`config.mk`:
```
export PLATFORM = sky130hd
export DESIGN_NAME = uart_rx_cfg
export DESIGN_NICKNAME = d
export VERILOG_FILES = /design/src/rtl/uart_pkg.sv /design/src/rtl/uart_sync_fifo.sv /design/src/rtl/uart_rx_cfg.sv
export SDC_FILE = /design/constraint.sdc
export NUM_CORES = 1
export LEC_CHECK = 0
export ABC_AREA = 1
export CAP_MARGIN = 20
export CORE_MARGIN = 4
export CORE_UTILIZATION = 63
export DETAILED_ROUTE_END_ITERATION = 7
export DONT_BUFFER_PORTS = 1
export HOLD_SLACK_MARGIN = 0.03
export PLACE_DENSITY = 0.86
export SYNTH_ARGS = -nofsm -noshare
export SYNTH_HDL_FRONTEND = slang
export SYNTH_SLANG_ARGS = --single-unit
```
`constraint.sdc`:
```
create_clock -name clk -period 2.8 [get_ports clk]
set_input_delay 0.56 -clock clk [delete_from_list [all_inputs] [get_ports clk]]
set_output_delay 0.56 -clock clk [all_outputs]
set_load 0.01 [all_outputs]
```
`src/rtl/uart_pkg.sv`:
```
// Shared definitions for the configurable UART receiver: FSM encoding,
// frame-format constants and the RX FIFO entry layout.
package uart_pkg;

    typedef enum logic [2:0] {
        IDLE,
        START,
        DATA,
        PARITY,
        STOP,
        WAIT_HIGH
    } rx_state_e;

    localparam logic [1:0] PAR_NONE = 2'b00;
    localparam logic [1:0] PAR_EVEN = 2'b01;
    localparam logic [1:0] PAR_ODD  = 2'b10;

    localparam logic [1:0] DBITS_5 = 2'b00;
    localparam logic [1:0] DBITS_6 = 2'b01;
    localparam logic [1:0] DBITS_7 = 2'b10;
    localparam logic [1:0] DBITS_8 = 2'b11;

    localparam int RX_ENTRY_W = 11;

    typedef struct packed {
        logic       brk;
        logic       ferr;
        logic       perr;
        logic [7:0] data;
    } rx_entry_t;

    // Index of the final data bit for a data_bits code.
    function automatic logic [2:0] last_bit_idx(input logic [1:0] data_bits);
        case (data_bits)
            DBITS_5: return 3'd4;
            DBITS_6: return 3'd5;
            DBITS_7: return 3'd6;
            DBITS_8: return 3'd7;
            default: return 3'd7;
        endcase
    endfunction

endpackage

```
`src/rtl/uart_sync_fifo.sv`:
```
// Synchronous FIFO with flush, fill level and a head that reads zero when
// empty. Shared by the RX and TX paths of the UART.
module uart_sync_fifo #(
    parameter int WIDTH = 8,
    parameter int DEPTH = 8
) (
    input  logic                     clk,
    input  logic                     rst,
    input  logic                     push,
    input  logic [WIDTH-1:0]         push_data,
    input  logic                     pop,
    input  logic                     flush,
    output logic                     out_valid,
    output logic [WIDTH-1:0]         out_data,
    output logic                     drop,
    output logic [$clog2(DEPTH):0]   level
);

    localparam int AW = $clog2(DEPTH);

    logic [AW-1:0]    wr_ptr_q, wr_ptr_d;
    logic [AW-1:0]    rd_ptr_q, rd_ptr_d;
    logic [AW:0]      level_q, level_d;
    logic [WIDTH-1:0] mem_q [DEPTH];
    logic             full, do_push, do_pop;

    assign full      = (level_q == (AW+1)'(DEPTH));
    assign out_valid = (level_q != '0);
    assign do_pop    = out_valid && pop;
    assign do_push   = push && !flush && (!full || do_pop);
    assign drop      = push && !flush && full && !do_pop;
    assign out_data  = out_valid ? mem_q[rd_ptr_q] : '0;
    assign level     = level_q;

    always_comb begin
        // NOTE: every always_comb output gets a default first, so no path can infer a latch.
        wr_ptr_d = wr_ptr_q;
        rd_ptr_d = rd_ptr_q;
        level_d  = level_q;
        if (flush) begin
            wr_ptr_d = '0;
            rd_ptr_d = '0;
            level_d  = '0;
        end else begin
            if (do_push) wr_ptr_d = wr_ptr_q + 1'b1;
            if (do_pop)  rd_ptr_d = rd_ptr_q + 1'b1;
            level_d = level_q + (AW+1)'(do_push) - (AW+1)'(do_pop);
        end
    end

    // NOTE: sequential state uses non-blocking assignments so every flop samples pre-edge values.
    always_ff @(posedge clk) begin
        if (rst) begin
            wr_ptr_q <= '0;
            rd_ptr_q <= '0;
            level_q  <= '0;
        end else begin
            wr_ptr_q <= wr_ptr_d;
            rd_ptr_q <= rd_ptr_d;
            level_q  <= level_d;
        end
    end

    // NOTE: storage is not reset; out_data is masked while empty so stale contents never show.
    always_ff @(posedge clk) begin
        if (do_push) mem_q[wr_ptr_q] <= push_data;
    end

endmodule

```
`src/rtl/uart_rx_cfg.sv`:
```
// UART receiver with baud divider, oversampled majority vote, run-time frame
// format, framing/break detection and an RX FIFO with sticky overrun.
module uart_rx_cfg
    import uart_pkg::*;
#(
    parameter int OVS        = 16,
    parameter int DIV_W      = 16,
    parameter int FIFO_DEPTH = 8
) (
    input  logic                          clk,
    input  logic                          rst,
    input  logic                          rx_en,
    input  logic [DIV_W-1:0]              baud_div,
    input  logic [1:0]                    data_bits,
    input  logic [1:0]                    parity_mode,
    input  logic                          stop_bits,
    input  logic                          rxd,
    input  logic                          m_ready,
    input  logic                          flush,
    input  logic                          clr_ovr,
    output logic                          m_valid,
    output logic [7:0]                    m_data,
    output logic                          m_perr,
    output logic                          m_ferr,
    output logic                          m_brk,
    output logic [$clog2(FIFO_DEPTH):0]   fifo_level,
    output logic                          overrun,
    output logic                          busy
);

    localparam int SW = $clog2(OVS);
    localparam logic [SW-1:0] S_V0  = SW'(OVS/2 - 1);
    localparam logic [SW-1:0] S_V1  = SW'(OVS/2);
    localparam logic [SW-1:0] S_DEC = SW'(OVS/2 + 1);
    localparam logic [SW-1:0] S_END = SW'(OVS - 1);

    logic             rx_meta_q, rxs_q;
    logic [DIV_W-1:0] div_cnt_q, div_cnt_d, div_lim_q, div_lim_d;
    logic             tick;
    rx_state_e        state_q, state_d;
    logic [SW-1:0]    s_cnt_q, s_cnt_d;
    logic [2:0]       idx_q, idx_d;
    logic             stop_idx_q, stop_idx_d;
    logic [1:0]       samp_q, samp_d;
    logic [7:0]       data_q, data_d;
    logic             perr_q, perr_d, ferr_q, ferr_d, par_bit_q, par_bit_d;
    logic [2:0]       cfg_last_q, cfg_last_d;
    logic [1:0]       cfg_par_q, cfg_par_d;
    logic             cfg_stop_q, cfg_stop_d;
    logic             overrun_q, overrun_d;
    logic             vote, par_en, par_exp, ferr_now;
    logic             push, fifo_drop;
    rx_entry_t        push_entry, head;

    // Divider limit is reloaded only at wrap, so baud_div edits land cleanly.
    always_comb begin
        tick      = 1'b0;
        div_cnt_d = div_cnt_q;
        div_lim_d = div_lim_q;
        if (!rx_en) begin
            div_cnt_d = '0;
            div_lim_d = baud_div;
        end else if (div_cnt_q == div_lim_q) begin
            tick      = 1'b1;
            div_cnt_d = '0;
            div_lim_d = baud_div;
        end else begin
            div_cnt_d = div_cnt_q + 1'b1;
        end
    end

    assign vote     = (samp_q[0] & samp_q[1]) | (samp_q[0] & rxs_q) | (samp_q[1] & rxs_q);
    assign par_en   = (cfg_par_q == PAR_EVEN) || (cfg_par_q == PAR_ODD);
    assign par_exp  = (^data_q) ^ (cfg_par_q == PAR_ODD);
    assign ferr_now = ferr_q | ~vote;

    always_comb begin
        state_d    = state_q;
        s_cnt_d    = s_cnt_q;
        idx_d      = idx_q;
        stop_idx_d = stop_idx_q;
        samp_d     = samp_q;
        data_d     = data_q;
        perr_d     = perr_q;
        ferr_d     = ferr_q;
        par_bit_d  = par_bit_q;
        cfg_last_d = cfg_last_q;
        cfg_par_d  = cfg_par_q;
        cfg_stop_d = cfg_stop_q;
        push       = 1'b0;
        push_entry = '0;

        if (tick) begin
            if (state_q != IDLE && state_q != WAIT_HIGH) begin
                s_cnt_d = (s_cnt_q == S_END) ? '0 : s_cnt_q + 1'b1;
                if (s_cnt_q == S_V0) samp_d[0] = rxs_q;
                if (s_cnt_q == S_V1) samp_d[1] = rxs_q;
            end

            case (state_q)
                IDLE: begin
                    if (!rxs_q) begin
                        cfg_last_d = last_bit_idx(data_bits);
                        cfg_par_d  = parity_mode;
                        cfg_stop_d = stop_bits;
                        s_cnt_d    = '0;
                        idx_d      = '0;
                        stop_idx_d = 1'b0;
                        data_d     = '0;
                        perr_d     = 1'b0;
                        ferr_d     = 1'b0;
                        par_bit_d  = 1'b0;
                        state_d    = START;
                    end
                end
                START: begin
                    if (s_cnt_q == S_DEC && vote) begin
                        state_d = IDLE;
                        s_cnt_d = '0;
                    end else if (s_cnt_q == S_END) begin
                        state_d = DATA;
                        idx_d   = '0;
                    end
                end
                DATA: begin
                    if (s_cnt_q == S_DEC) data_d[idx_q] = vote;
                    if (s_cnt_q == S_END) begin
                        if (idx_q == cfg_last_q) state_d = par_en ? PARITY : STOP;
                        else                     idx_d   = idx_q + 1'b1;
                    end
                end
                PARITY: begin
                    if (s_cnt_q == S_DEC) begin
                        par_bit_d = vote;
                        perr_d    = vote ^ par_exp;
                    end
                    if (s_cnt_q == S_END) state_d = STOP;
                end
                STOP: begin
                    // Push at the decision point of the last stop bit so a
                    // back-to-back start bit is not missed.
                    if (s_cnt_q == S_DEC) begin
                        ferr_d = ferr_now;
                        if (stop_idx_q == cfg_stop_q) begin
                            push            = 1'b1;
                            push_entry.data = data_q;
                            push_entry.perr = perr_q;
                            push_entry.ferr = ferr_now;
                            push_entry.brk  = ferr_now && (data_q == '0) && (!par_en || !par_bit_q);
                            state_d         = ferr_now ? WAIT_HIGH : IDLE;
                            s_cnt_d         = '0;
                        end
                    end
                    if (s_cnt_q == S_END) stop_idx_d = 1'b1;
                end
                WAIT_HIGH: begin
                    if (rxs_q) state_d = IDLE;
                end
                default: state_d = IDLE;
            endcase
        end

        if (!rx_en) begin
            state_d    = IDLE;
            s_cnt_d    = '0;
            idx_d      = '0;
            stop_idx_d = 1'b0;
            push       = 1'b0;
        end
    end

    assign overrun_d = fifo_drop | (overrun_q & ~clr_ovr);

    always_ff @(posedge clk) begin
        if (rst) begin
            rx_meta_q  <= 1'b1;
            rxs_q      <= 1'b1;
            div_cnt_q  <= '0;
            div_lim_q  <= '0;
            state_q    <= IDLE;
            s_cnt_q    <= '0;
            idx_q      <= '0;
            stop_idx_q <= 1'b0;
            samp_q     <= '0;
            data_q     <= '0;
            perr_q     <= 1'b0;
            ferr_q     <= 1'b0;
            par_bit_q  <= 1'b0;
            cfg_last_q <= 3'd7;
            cfg_par_q  <= PAR_NONE;
            cfg_stop_q <= 1'b0;
            overrun_q  <= 1'b0;
        end else begin
            rx_meta_q  <= rxd;
            rxs_q      <= rx_meta_q;
            div_cnt_q  <= div_cnt_d;
            div_lim_q  <= div_lim_d;
            state_q    <= state_d;
            s_cnt_q    <= s_cnt_d;
            idx_q      <= idx_d;
            stop_idx_q <= stop_idx_d;
            samp_q     <= samp_d;
            data_q     <= data_d;
            perr_q     <= perr_d;
            ferr_q     <= ferr_d;
            par_bit_q  <= par_bit_d;
            cfg_last_q <= cfg_last_d;
            cfg_par_q  <= cfg_par_d;
            cfg_stop_q <= cfg_stop_d;
            overrun_q  <= overrun_d;
        end
    end

    uart_sync_fifo #(
        .WIDTH (RX_ENTRY_W),
        .DEPTH (FIFO_DEPTH)
    ) u_fifo (
        .clk       (clk),
        .rst       (rst),
        .push      (push),
        .push_data (push_entry),
        .pop       (m_ready),
        .flush     (flush),
        .out_valid (m_valid),
        .out_data  (head),
        .drop      (fifo_drop),
        .level     (fifo_level)
    );

    assign m_data  = head.data;
    assign m_perr  = head.perr;
    assign m_ferr  = head.ferr;
    assign m_brk   = head.brk;
    assign overrun = overrun_q;
    assign busy    = (state_q != IDLE);

endmodule

```
==> reports/qor.json <==
{
  "timing.fmax_mhz": 375,
  "top_level_ports": 46,
  "initial_standard_cell_utilization_of_the_core_pct": 65.7,
  "final_min_period_over_clock_period_pct": 95.2,
  "number_of_enable_flip_flop_cells_after_synthesis": 88,
  "vias": 6003,
  "syn-instance-count": 896,
  "number_of_distinct_standard_cells_referenced_by_the_synthesized_netlist": 35,
  "route.detailed.drc": 0,
  "synth_seq_area_share_pct": 54.9,
  "die_outline_height_um": 118,
  "max_buffers_root_to_sink": 2,
  "synth.top_cell.area_share_pct": 34.7,
  "timing_max_transition_violations_final": 0,
  "initial_antenna_violation_count": 0,
  "run_status": "finished clean",
  "most_numerous_cell_on_the_critical_path": "inv_1",
  "pre_cts_slack_ns": 0.470,
  "initialDrtViolationCount": 506,
  "max_cap_violations": 0,
  "clock_pin_slew_on_the_worst_setup_and_hold_paths_ns": 0.06,
  "ctsRootBufferMaster": "clkbuf_16",
  "cts_hold_bufs": 0,
  "i_o_buffers": 0,
  "crit_path_max_incr_delay_ns": 0.38,
  "worstPathMaxFanout": 12,
  "die_area_mm2": 0.0139,
  "crit_path_cell_trace": "inv_1 > ha_1 > inv_1 > nor2_1 > inv_1 > o21ai_0 > a31oi_1",
  "worst_ep_arrival_time_ns": 2.11,
  "number_of_nets_in_the_finished_design": 951,
  "grt_max_degree": 31,
  "hold_depth": 1,
  "insertedDiodeCount": 0,
  "crit_type": "flip-flop to output pin",
  "area_growth_pct": 9.35,
  "synthesis.area_mm2": 0.00763,
  "drt-wirelength-per-cell_um": 15.3,
  "fin_skew_ns": 0.00651,
  "fin_setup_tns_ns": 0,
  "power.density_cell_area_mw_per_mm2": 639,
  "synth_top_cells_by_area": "edfxtp_1, dfxtp_1, nand2_1",
  "timing.critical_path.required_ns": 2.24,
  "cts_tree": "yes",
  "overall_routing_resource_usage_pct": 24.0,
  "drt-vias-per-instance": 5.66,
  "postRouteAntennaNets": 0,
  "cp_num_cells": 7,
  "worst_hold_slack_ns": 0.201,
  "final_layout_size_suffix_gt1_share_pct": 7.31,
  "ys.flop_type": "edfxtp_1",
  "fraction_of_registers_with_async_set_or_reset_after_synthesis_pct": 0,
  "number_of_rows_in_the_core_area": 39,
  "rsz_0062_raised_after_global_routing": "false",
  "most_common_cell_in_the_netlist": "nand2_1",
  "cp-start-kind": "flip-flop",
  "fp.coreArea_mm2": 0.0116,
  "worst_skew_pair.late_latency_ns": 0.42,
  "slew-limit-headroom_pct": 44.0,
  "r2r_cells": 10,
  "numCtsBuffers": 17,
  "htree_num_levels": 4,
  "clock_sinks": 165,
  "gp_congestion": 0.942,
  "worstPathBufferInverterCount": 3,
  "worst_path_dominant_cell_family": "compound AO/OA/AOI/OAI gates",
  "totalWireLength_mm": 16.2,
  "synth.avg_cell_area_um2": 8.51,
  "worst_slack_ns": 0.134,
  "grt_pass1_vias": 5863,
  "postSynthNetCount": 943,
  "synth_top_area_cell": "edfxtp_1",
  "worst_path_slowest_cell": "dfxtp_1",
  "drt-pass1-iter-count": 8,
  "timing.final.setup_violations": 0,
  "hpwl_mm": 11.0,
  "synth.ff_latch_count": 165,
  "cts.repair_timing.setup_buffer_count": 0,
  "worstSetupEndpointType": "output pin",
  "timing.hold.worst.class": "primary input to flip-flop",
  "power_leakage_nw": 3.06,
  "period_minus_slack_ns": 2.67,
  "timing.final.hold_violations": 0,
  "die_x_um": 118,
  "yosys_warnings": 0,
  "grt_pass1_wl_mm": 26.9,
  "synth.cells.most_frequent": "nand2_1, nor2_1, inv_1",
  "worst_pin_slew_ns": 0.838,
  "grt.overflow.total": 0,
  "cts_resized": 0,
  "peakVddDrop_mv": 0.575
}
[cell type report]
class	instances	area, µm²
fillers	829	3270
multi-input cells	583	2870
inverters	117	443
repair buffers	20	150
flip-flops and latches	165	4180
clock inverters	14	88.8
well taps	143	179
clock buffers	18	429
[worst paths after layout]
kind                               from                            to  slack, ns
max          u_fifo.level[2]$_SDFF_PP0_                     m_data[4]       0.13
min                                 rst        par_bit_q$_SDFFE_PP0P_       0.20
max reg2reg     div_cnt_q[8]$_SDFF_PP0_  u_fifo.mem_q[6][6]$_DFFE_PP_       0.35
min reg2reg        rx_meta_q$_SDFF_PP1_              rxs_q$_SDFF_PP1_       0.42
[flip-flops by register name, indices dropped and copies added, names as in the netlist, 4 cells and up, named ones only]
| name | cells |
|---|---|
| div_cnt_q | 16 |
| s_cnt_q | 4 |
| u_fifo.mem_q | 88 |
| data_q | 8 |
| u_fifo.level | 4 |
| div_lim_q | 16 |
[layout by cell type (no fill, tap or decap), types with 18 or more instances in the layout]
cell type	count
nand2_1	157
buf_4	20
nor2_1	156
o21ai_0	80
nand3_1	31
nand4_1	20
a21oi_1	33
dfxtp_1	77
ha_1	18
inv_1	108
edfxtp_1	88
[kinds of logic after synthesis]
kind of cell / Yosys count / synth area share [%]
compound gates: 154 / 11.0
fa+ha+maj: 19 / 3.22
xor+xnor: 11 / 1.26
flops: 165 / 54.9
simple gates: 399 / 22.1
buf+inv: 148 / 7.56
[per-layer routing]
layer | vias up | part of all wire (%) | GRT usage (%)
met5 | - | 0 | 0
met4 | 0 | 1.8 | 8.50
met3 | 32 | 6.8 | 6.58
met2 | 204 | 49 | 41.8
met1 | 2780 | 42 | 28.6
li1 | 2987 | - | -
[power breakdown]
| group | internal [mW] | switching, mW |
|---|---|---|
| registers | 2.56 | 0.0337 |
| logic | 0.211 | 0.488 |
| clock network | 1.12 | 0.915 |
| total | 3.89 | 1.44 |
[stage by stage]
step	utilization [%]	instances	total power, mW	area, µm²
finish	71.8	1060	5.33	8340
global route	71.8	1060	5.54	8340
global placement	67.3	1028	3.30	7820
detailed placement	67.3	1028	3.33	7820
CTS	71.8	1060	5.35	8340
floorplan	-	896	3.17	7630
No activity file was read; power rests on OpenSTA's default activity.
